File: src/rtl/display_arbiter.sv
// display_arbiter
//
// Shares one numeric display between N_SRC value producers. Valid sources
// are shown in round-robin order, each for DWELL cycles. A source that is
// both valid and urgent pre-empts rotation, with the lowest index winning.
// When no urgent source remains, rotation resumes from the source that
// owned the display before the urgent episode.
//
// Ports
//   clk           system clock, all state changes on its rising edge
//   rst_n         synchronous active-low reset
//   src_valid     bit i: source i wants display time
//   src_urgent    bit i: source i requests pre-emption (only with src_valid[i])
//   src_value     flattened source values, source i at [i*DATA_W +: DATA_W]
//   value         registered value of the current owner (0 while blank)
//   owner         index of the current owner
//   owner_onehot  one-hot form of owner, all zero while blank
//   blank         high when no source is valid (IDLE)
//   switched      one-cycle pulse when owner moves to a different source
module display_arbiter #(
    parameter int N_SRC  = 4,
    parameter int DATA_W = 16,
    parameter int DWELL  = 50_000_000
) (
    input  logic                       clk,
    input  logic                       rst_n,
    input  logic [N_SRC-1:0]           src_valid,
    input  logic [N_SRC-1:0]           src_urgent,
    input  logic [N_SRC*DATA_W-1:0]    src_value,
    output logic [DATA_W-1:0]          value,
    output logic [$clog2(N_SRC)-1:0]   owner,
    output logic [N_SRC-1:0]           owner_onehot,
    output logic                       blank,
    output logic                       switched
);

    localparam int OW = $clog2(N_SRC);
    localparam int CW = $clog2(DWELL);
    localparam logic [CW-1:0] DWELL_LAST = CW'(DWELL - 1);

    typedef enum logic [1:0] {
        S_IDLE,
        S_ROTATE,
        S_URGENT
    } state_t;

    // First set bit of v scanning circularly from start (inclusive).
    // Result is {found, index}.
    function automatic logic [OW:0] scan_from(input logic [N_SRC-1:0] v,
                                              input int start);
        logic          found;
        logic [OW-1:0] idx;
        found = 1'b0;
        idx   = '0;
        for (int k = 0; k < N_SRC; k++) begin
            int j;
            j = (start + k) % N_SRC;
            if (!found && v[j]) begin
                found = 1'b1;
                idx   = OW'(j);
            end
        end
        return {found, idx};
    endfunction

    // Lowest set bit of v (fixed priority). Result is {found, index}.
    function automatic logic [OW:0] lowest_set(input logic [N_SRC-1:0] v);
        logic          found;
        logic [OW-1:0] idx;
        found = 1'b0;
        idx   = '0;
        for (int k = N_SRC - 1; k >= 0; k--) begin
            if (v[k]) begin
                found = 1'b1;
                idx   = OW'(k);
            end
        end
        return {found, idx};
    endfunction

    state_t              state_reg, state_next;
    logic [OW-1:0]       owner_reg, owner_next;
    logic [OW-1:0]       saved_owner_reg, saved_owner_next;
    logic [CW-1:0]       dwell_reg, dwell_next;
    logic [DATA_W-1:0]   value_reg, value_next;
    logic [N_SRC-1:0]    onehot_reg, onehot_next;
    logic                blank_reg, blank_next;
    logic                switched_reg, switched_next;

    logic [DATA_W-1:0]   src_arr [N_SRC];
    logic [N_SRC-1:0]    urg_vec;
    logic                urg_found, resume_found, step_found;
    logic [OW-1:0]       urg_idx, resume_idx, step_idx;
    logic                step_due;

    generate
        for (genvar gi = 0; gi < N_SRC; gi++) begin : g_src
            assign src_arr[gi]     = src_value[gi*DATA_W +: DATA_W];
            assign onehot_next[gi] = (state_next != S_IDLE) && (owner_next == OW'(gi));
        end
    endgenerate

    assign urg_vec = src_valid & src_urgent;
    assign {urg_found, urg_idx}       = lowest_set(urg_vec);
    // Resume point after IDLE/URGENT: saved owner itself is eligible.
    assign {resume_found, resume_idx} = scan_from(src_valid, int'(saved_owner_reg));
    // Rotation step: start after the owner; the owner is reached last, so a
    // lone valid owner is simply kept.
    assign {step_found, step_idx}     = scan_from(src_valid, int'(owner_reg) + 1);
    // Dwell expiry and owner drop in the same cycle collapse into one step.
    assign step_due = (dwell_reg == DWELL_LAST) || !src_valid[owner_reg];

    always_comb begin
        state_next       = state_reg;
        owner_next       = owner_reg;
        saved_owner_next = saved_owner_reg;
        dwell_next       = dwell_reg;

        case (state_reg)
            S_IDLE: begin
                dwell_next = '0;
                if (urg_found) begin
                    state_next = S_URGENT;
                    owner_next = urg_idx;
                end else if (resume_found) begin
                    state_next = S_ROTATE;
                    owner_next = resume_idx;
                end
            end

            S_ROTATE: begin
                // Pre-emption outranks a rotation step in the same cycle.
                if (urg_found) begin
                    saved_owner_next = owner_reg;
                    state_next       = S_URGENT;
                    owner_next       = urg_idx;
                    dwell_next       = '0;
                end else if (step_due) begin
                    dwell_next = '0;
                    if (step_found) begin
                        owner_next = step_idx;
                    end else begin
                        state_next = S_IDLE;
                    end
                end else begin
                    dwell_next = dwell_reg + CW'(1);
                end
            end

            S_URGENT: begin
                dwell_next = '0;
                if (urg_found) begin
                    owner_next = urg_idx;
                end else if (resume_found) begin
                    state_next = S_ROTATE;
                    owner_next = resume_idx;
                end else begin
                    state_next = S_IDLE;
                end
            end

            default: begin
                state_next = S_IDLE;
                dwell_next = '0;
            end
        endcase
    end

    assign blank_next    = (state_next == S_IDLE);
    assign value_next    = blank_next ? '0 : src_arr[owner_next];
    assign switched_next = !blank_next && (owner_next != owner_reg);

    always_ff @(posedge clk) begin
        if (!rst_n) begin
            state_reg       <= S_IDLE;
            owner_reg       <= '0;
            saved_owner_reg <= '0;
            dwell_reg       <= '0;
            value_reg       <= '0;
            onehot_reg      <= '0;
            blank_reg       <= 1'b1;
            switched_reg    <= 1'b0;
        end else begin
            state_reg       <= state_next;
            owner_reg       <= owner_next;
            saved_owner_reg <= saved_owner_next;
            dwell_reg       <= dwell_next;
            value_reg       <= value_next;
            onehot_reg      <= onehot_next;
            blank_reg       <= blank_next;
            switched_reg    <= switched_next;
        end
    end

    assign value        = value_reg;
    assign owner        = owner_reg;
    assign owner_onehot = onehot_reg;
    assign blank        = blank_reg;
    assign switched     = switched_reg;

endmodule

File: config.mk
export PLATFORM = sky130hd
export DESIGN_NAME = display_arbiter
export DESIGN_NICKNAME = d
export VERILOG_FILES = /design/src/rtl/display_arbiter.sv
export SDC_FILE = /design/constraint.sdc
export NUM_CORES = 1
export LEC_CHECK = 0
export ABC_CLOCK_PERIOD_IN_PS = 3200
export BUFFER_PORTS_ARGS = -buffer_cell sky130_fd_sc_hd__buf_2
export CELL_PAD_IN_SITES_DETAIL_PLACEMENT = 0
export CELL_PAD_IN_SITES_GLOBAL_PLACEMENT = 1
export CORE_MARGIN = 10
export CORE_UTILIZATION = 39
export CTS_CLUSTER_DIAMETER = 100
export DETAILED_ROUTE_END_ITERATION = 10
export GPL_TIMING_DRIVEN = 0
export PLACE_DENSITY = 0.84
export SETUP_SLACK_MARGIN = 0.3
export SLEW_MARGIN = 10
export SYNTH_ARGS = -nofsm -noshare
export SYNTH_HDL_FRONTEND = slang
export SYNTH_SLANG_ARGS = --single-unit
File: constraint.sdc
create_clock -name clk -period 3.2 [get_ports clk]
set_clock_uncertainty 0.05 [all_clocks]
set_input_delay 0.16 -clock clk [delete_from_list [all_inputs] [get_ports clk]]
set_output_delay 0.16 -clock clk [all_outputs]
set_load 0.05 [all_outputs]
==> results of run 1 <==
-- power breakdown --
group	internal (mW)	total, mW	switching, mW
registers	0.713	0.726	0.0127
logic	0.172	0.482	0.309
clock network	0.150	0.358	0.207
total	1.04	1.57	0.530
-- logic make-up after synthesis --
group,count (synthesis),share of synthesized area
AOI/OAI and AO/OA,60,0.156
xor gates and xnor gates,21,0.0653
adders and majority gates,1,0.00444
buffers and inverters,28,0.0569
DFF,54,0.384
muxes,35,0.129
and+or+nand+nor,108,0.204
-- routing by layer --
metal  part of all wire  up-vias  global-route usage  wire (um)
met1               0.43     1246               0.161       3400
met5                  0        -                   0          0
met3              0.032        6              0.0338        250
met4             0.0092        0              0.0304         72
met2               0.53       43               0.244       4120
li1                   -     1319                   -          -
-- how the worst min path moves through the flow --
stage / start / cells after the start / end / slack, ps
5_1_grt: src_value[47] / 3 / value[15] / 80
3_5_place_dp: src_value[47] / 3 / value[15] / 380
6_report: src_value[47] / 3 / value[15] / 70
3_3_place_gp: src_value[47] / 3 / value[15] / 390
4_1_cts: src_value[47] / 3 / value[15] / 50
2_1_floorplan: rst_n / 1 / owner[0] / 230
-- synth_stat cells, types with 3 or more instances --
master / count
xnor2_1: 10
dfxtp_1: 54
o22ai_1: 16
a21oi_1: 10
o21ai_0: 7
inv_1: 9
buf_4: 4
and4_1: 5
mux2i_1: 34
nand2_1: 16
nand3_1: 9
buf_6: 5
clkbuf_1: 5
nand2b_1: 3
a31oi_1: 3
and3_1: 7
nand4_1: 4
or3_1: 3
xor2_1: 11
nor2_1: 35
nor3_1: 7
-- through the flow --
stage                     power [mW]  setup slack (ps)  hold WS, ps
after floorplan                 1.09               627          232
after global placement          1.22               639          386
after detailed placement        1.23               614          376
after CTS                       1.59               599         53.1
after global routing            1.65               352         79.4
final                           1.57               605         72.3
-- cell type report --
cell class	count	area [sq um]	share of cell area
clock inverter	1	7.51	0.00214
sequential	54	1080	0.309
buffer	17	119	0.0340
inverter	11	41.3	0.0118
tap	96	120	0.0343
timing repair buffer	97	485	0.139
multi-input combinational	225	1570	0.450
clock buffer	6	72.6	0.0207
-- critical path, delay by kind of cell, from the launching register on --
kind | cells | cell delay, ps
DFF | 1 | 310
AOI/OAI and AO/OA | 3 | 750
buffers and inverters | 2 | 570
and+or+nand+nor | 2 | 360
muxes | 2 | 430
==> flow_summary.yaml, run 1 <==
floorplanning:
  fp.dieArea_sq_um: 11000
  die_x_um: 105
  rows: 30
  core-area_sq_um: 6910
  num_io_pins: 98
  initial_core_util: 0.408
  die_h_um: 105
power_and_ir_drop:
  max-vdd-ir-drop_v: 0.000185
  powerDensity_nw_per_um2: 447
  leakage_nw: 1.52
clocking:
  post_cts_buffers: 0
  ctsLongestPathBuffers: 2
  worst_skew_pair.late_latency_ps: 300
  holdBufCountCts: 0
  ctsHtreeMaxLevel: 2
  cts_tree: "yes"
  root_buffer: "clkbuf_8"
  post_cts_resized: 0
  cts_made_buffers: 5
  path_clk_slew_ps: 90
  cts.sinks: 54
logic_synthesis:
  syn_area_sq_um: 2820
  synth-seq-area-share: 0.384
  yosys.area.top_type: "dfxtp_1"
  synth.avg_cell_area_sq_um: 9.17
  syn-num-nets: 382
  synth.distinct_cells: 57
  synthTopCellsByArea: "dfxtp_1, mux2i_1, nor2_1"
  yosysWarnings: 0
  synth_top_cell_area_share: 0.384
  synth_flop_cell: "dfxtp_1"
  netlist_instances: 307
  ys_ff_latch: 54
  synth-edff-count: 0
  async_flop_share: 0
min_path:
  hold_class: "in2reg"
finish:
  nFillCells: 727
  final_common_cell: "buf_2"
  layout.nets: 486
  final_cells: 507
  final_cell_mix: "buf_2, dfxtp_1, nor2_1"
  antennaDiodeCount: 0
  final_cell_area_sq_um: 3500
  layout-drive-gt1-share: 0.311
  syn_to_final_growth_pct: 24.4
  post-route-util: 0.507
  largest_reg_flops: 26
global_route:
  track_usage: 0.137
  antenna_found_initial: 0
  grt_pass1_wl_um: 12700
  first_global_vias: 2575
  grt_max_degree: 16
  grt.overflow.total: 0
status:
  status: "completed"
critical_path:
  critPathSlowestCell: "o31ai_1"
  r2r_slack_ps: 600
  endpoint_kind: "flop"
  crit_top_cell: "mux2i_1"
  critPathLaunch: "saved_owner_reg[1]"
  r2r-start: "saved_owner_reg[1]"
  r2r_cells: 9
  crit_path_max_incr_delay_ps: 410
  critical_path.cell_chain: "clkbuf_1 > mux2i_1 > nor2_1 > o31ai_1 > o211ai_2 > nor2_4 > buf_4 > mux2i_1 > o22ai_1"
  worst-setup-path-type: "reg2reg"
  crit_required_ps: 3330
  start_kind: "flop"
  arrival_ps: 2730
  crit_end: "value[14]"
  critPathMaxFanout: 10
  r2r_end: "value[14]"
timing:
  fin_crit_ps: 2600
  tns_ps: 0
  drv_slew: 0
  hold_violations: 0
  finalSetupViolCount: 0
  fmax_ghz: 0.385
  worst_slew_pin_slew_ps: 428
  fin_crit_sh: 0.811
  slew_headroom: 0.707
  rsz0062_at_grt: "false"
route:
  wl_per_cell_um: 15.5
  vias_per_cell: 5.16
  firstDrtPassIters: 4
  drc: 0
  initialDrtViolationCount: 143
  postRouteAntennaNets: 0
  finalWirelength_um: 7840
  vias: 2614
run:
  cap_violations: 0
placed_design:
  dpl.hpwl_um: 6240
  placed_cells: 500
  gp_congestion: 0.832
  placed_cell_area_sq_um: 3420
  port_buffers: 97
No activity file was read; power rests on OpenSTA's default activity.
==> run 2: changes to the inputs <==
--- a/config.mk
+++ b/config.mk
@@ -5,16 +5,16 @@
 export SDC_FILE = /design/constraint.sdc
 export NUM_CORES = 1
 export LEC_CHECK = 0
-export ABC_CLOCK_PERIOD_IN_PS = 3200
+export ABC_CLOCK_PERIOD_IN_PS = 2300
 export BUFFER_PORTS_ARGS = -buffer_cell sky130_fd_sc_hd__buf_2
 export CELL_PAD_IN_SITES_DETAIL_PLACEMENT = 0
 export CELL_PAD_IN_SITES_GLOBAL_PLACEMENT = 1
 export CORE_MARGIN = 10
-export CORE_UTILIZATION = 39
+export CORE_UTILIZATION = 33
 export CTS_CLUSTER_DIAMETER = 100
 export DETAILED_ROUTE_END_ITERATION = 10
 export GPL_TIMING_DRIVEN = 0
-export PLACE_DENSITY = 0.84
+export PLACE_DENSITY = 0.76
 export SETUP_SLACK_MARGIN = 0.3
 export SLEW_MARGIN = 10
 export SYNTH_ARGS = -nofsm -noshare
==> constraint.sdc (replaced) <==
create_clock -name clk -period 2.3 [get_ports clk]
set_clock_uncertainty 0.05 [all_clocks]
set_input_delay 0.115 -clock clk [delete_from_list [all_inputs] [get_ports clk]]
set_output_delay 0.115 -clock clk [all_outputs]
set_load 0.05 [all_outputs]
==> run 2 against run 1 <==
Net effect:
- the run now ends with negative setup slack left
- sequential cell count is the same
- utilization decreased by 1.5 points
- non-clock buffer count rose by 19
- sequential power grew 39%
- hold slack lost 43 ps
- register-to-register slack worse by 610 ps
- wire length grew 7.6%
- critical path depth fell by 1
- sequential share of layout area shrank 4.1 points
- cell area rose by 16%
- maximum frequency rose by 13%
- count of clock-buffer cells in the layout unchanged
- critical path type unchanged
- largest power group unchanged
==> flow_summary.yaml, run 2 (synthesis gave the netlist of run 1 again) <==
floorplanning:
  core-area_sq_um: 8260
  die_x_um: 112
  fp.dieArea_sq_um: 12600
  rows: 33
  num_io_pins: 98
  initial_core_util: 0.341
  die_h_um: 112
critical_path:
  critPathMaxFanout: 6
  crit_required_ps: 2490
  start_kind: "flop"
  endpoint_kind: "flop"
  worst-setup-path-type: "reg2reg"
  arrival_ps: 2490
status:
  status: "finished with violations"
  violations: "negative setup slack"
power_and_ir_drop:
  switching_share: 0.331
  leakage_nw: 1.72
  clkPwrFrac: 0.254
  max-vdd-ir-drop_v: 0.000317
  p_seq_frac: 0.405
  p_switching_uw: 827
  comb_power_share: 0.341
  powerDensity_nw_per_um2: 616
  internal_power_mw: 1.67
clocking:
  worst_skew_pair.late_latency_ps: 310
  path_clk_slew_ps: 100
  cts.sinks: 54
  root_buffer: "clkbuf_8"
  cts_tree: "yes"
  cts_made_buffers: 5
  ctsHtreeMaxLevel: 2
  ctsLongestPathBuffers: 2
timing:
  hold_violations: 0
  fmax_ghz: 0.434
  fin_crit_ps: 2300
  fin_crit_sh: 1.00
  worst_slew_pin_slew_ps: 473
  finalWorstSetupSlack_ps: -3.54
  tns_ps: -3.54
  hold_ws_ps: 29.0
  rsz0062_at_grt: "true"
  finalSetupViolCount: 1
  drv_slew: 0
  slew_headroom: 0.676
global_route:
  grt_pass1_wl_um: 13100
  antenna_found_initial: 0
  grt_max_degree: 17
  grt.overflow.total: 0
  track_usage: 0.123
  first_global_vias: 2704
route:
  finalWirelength_um: 8440
  postRouteAntennaNets: 0
  firstDrtPassIters: 4
  wl_per_cell_um: 15.7
  initialDrtViolationCount: 82
  vias: 2724
  drc: 0
  vias_per_cell: 5.08
finish:
  multi_input_area_sq_um: 1850
  regArea_sq_um: 1090
  final_common_cell: "buf_2"
  layout-drive-gt1-share: 0.464
  nFillCells: 790
  largest_reg_flops: 26
  post-route-util: 0.492
  layout.nets: 505
  syn_to_final_growth_pct: 44.2
  final_cell_mix: "buf_2, dfxtp_1, nor2_1"
  antennaDiodeCount: 0
min_path:
  hold_class: "in2reg"
placed_design:
  dpl.hpwl_um: 6270
  gp_congestion: 0.826
  port_buffers: 97
run:
  cap_violations: 0
run 2: final cells by class:
type / instances / area share
Multi-Input combinational cell: 225 / 0.455
Sequential cell: 54 / 0.268
Timing Repair Buffer: 116 / 0.163
Buffer: 17 / 0.0450
Tap cell: 105 / 0.0324
Clock buffer: 6 / 0.0179
Inverter: 11 / 0.0102
Clock inverter: 2 / 0.00925
run 2: path summary, 6_finish.rpt:
kind | startpoint | endpoint | slack (ps) | depth (start not counted)
setup / recovery | owner[0] | value[15] | -4 | 8
hold reg to reg | dwell_reg[0] | dwell_reg[0] | 440 | 1
hold / removal | src_value[36] | value[4] | 30 | 3
setup reg to reg | owner[0] | value[15] | -4 | 8
run 2: critical path, cell delays in order (launching register included):
cell and delay [ps]:
dfxtp_4 390, mux4_2 560, a31o_4 260, a22oi_4 170, o211ai_2 110, or2_1 230, buf_6 150, buf_12 140
o22ai_1 170
run 2: power groups by stage:
stage	Clock [mW]	Sequential, mW	Combinational [mW]
final	0.636	1.01	0.851
after detailed placement	0	1.03	0.680
after CTS	0.661	1.01	0.738
after floorplan	0	1.23	0.295
after global placement	0	1.03	0.677
after global routing	0.695	1.02	0.902
run 2: routing by layer:
metal | track usage | share of wire | wire length, um | vias up
met5 | 0 | 0 | 0 | -
met4 | 0.0457 | 0.014 | 122 | 0
met3 | 0.0288 | 0.043 | 364 | 8
met2 | 0.205 | 0.51 | 4330 | 56
met1 | 0.149 | 0.43 | 3620 | 1300
li1 | - | - | - | 1360
run 2: repair_timing:
item / CTS / global route
gates resized for setup: 19 / 58
pin swaps: 8 / 11
gates cloned: 0 / 1
endpoints found under the setup margin: 44 / 47
hold buffers: 0 / 0
setup buffers: 10 / 8
run 2: per-stage QoR:
step	power (mW)	setup slack, ps	instances	cell area [sq um]
floorplan	1.52	61.2	307	2840
global placement	1.71	-229	509	3450
detailed placement	1.71	-249	509	3450
CTS	2.41	19.3	527	3720
global route	2.62	-84.4	536	4060
finish	2.50	-3.54	536	4060
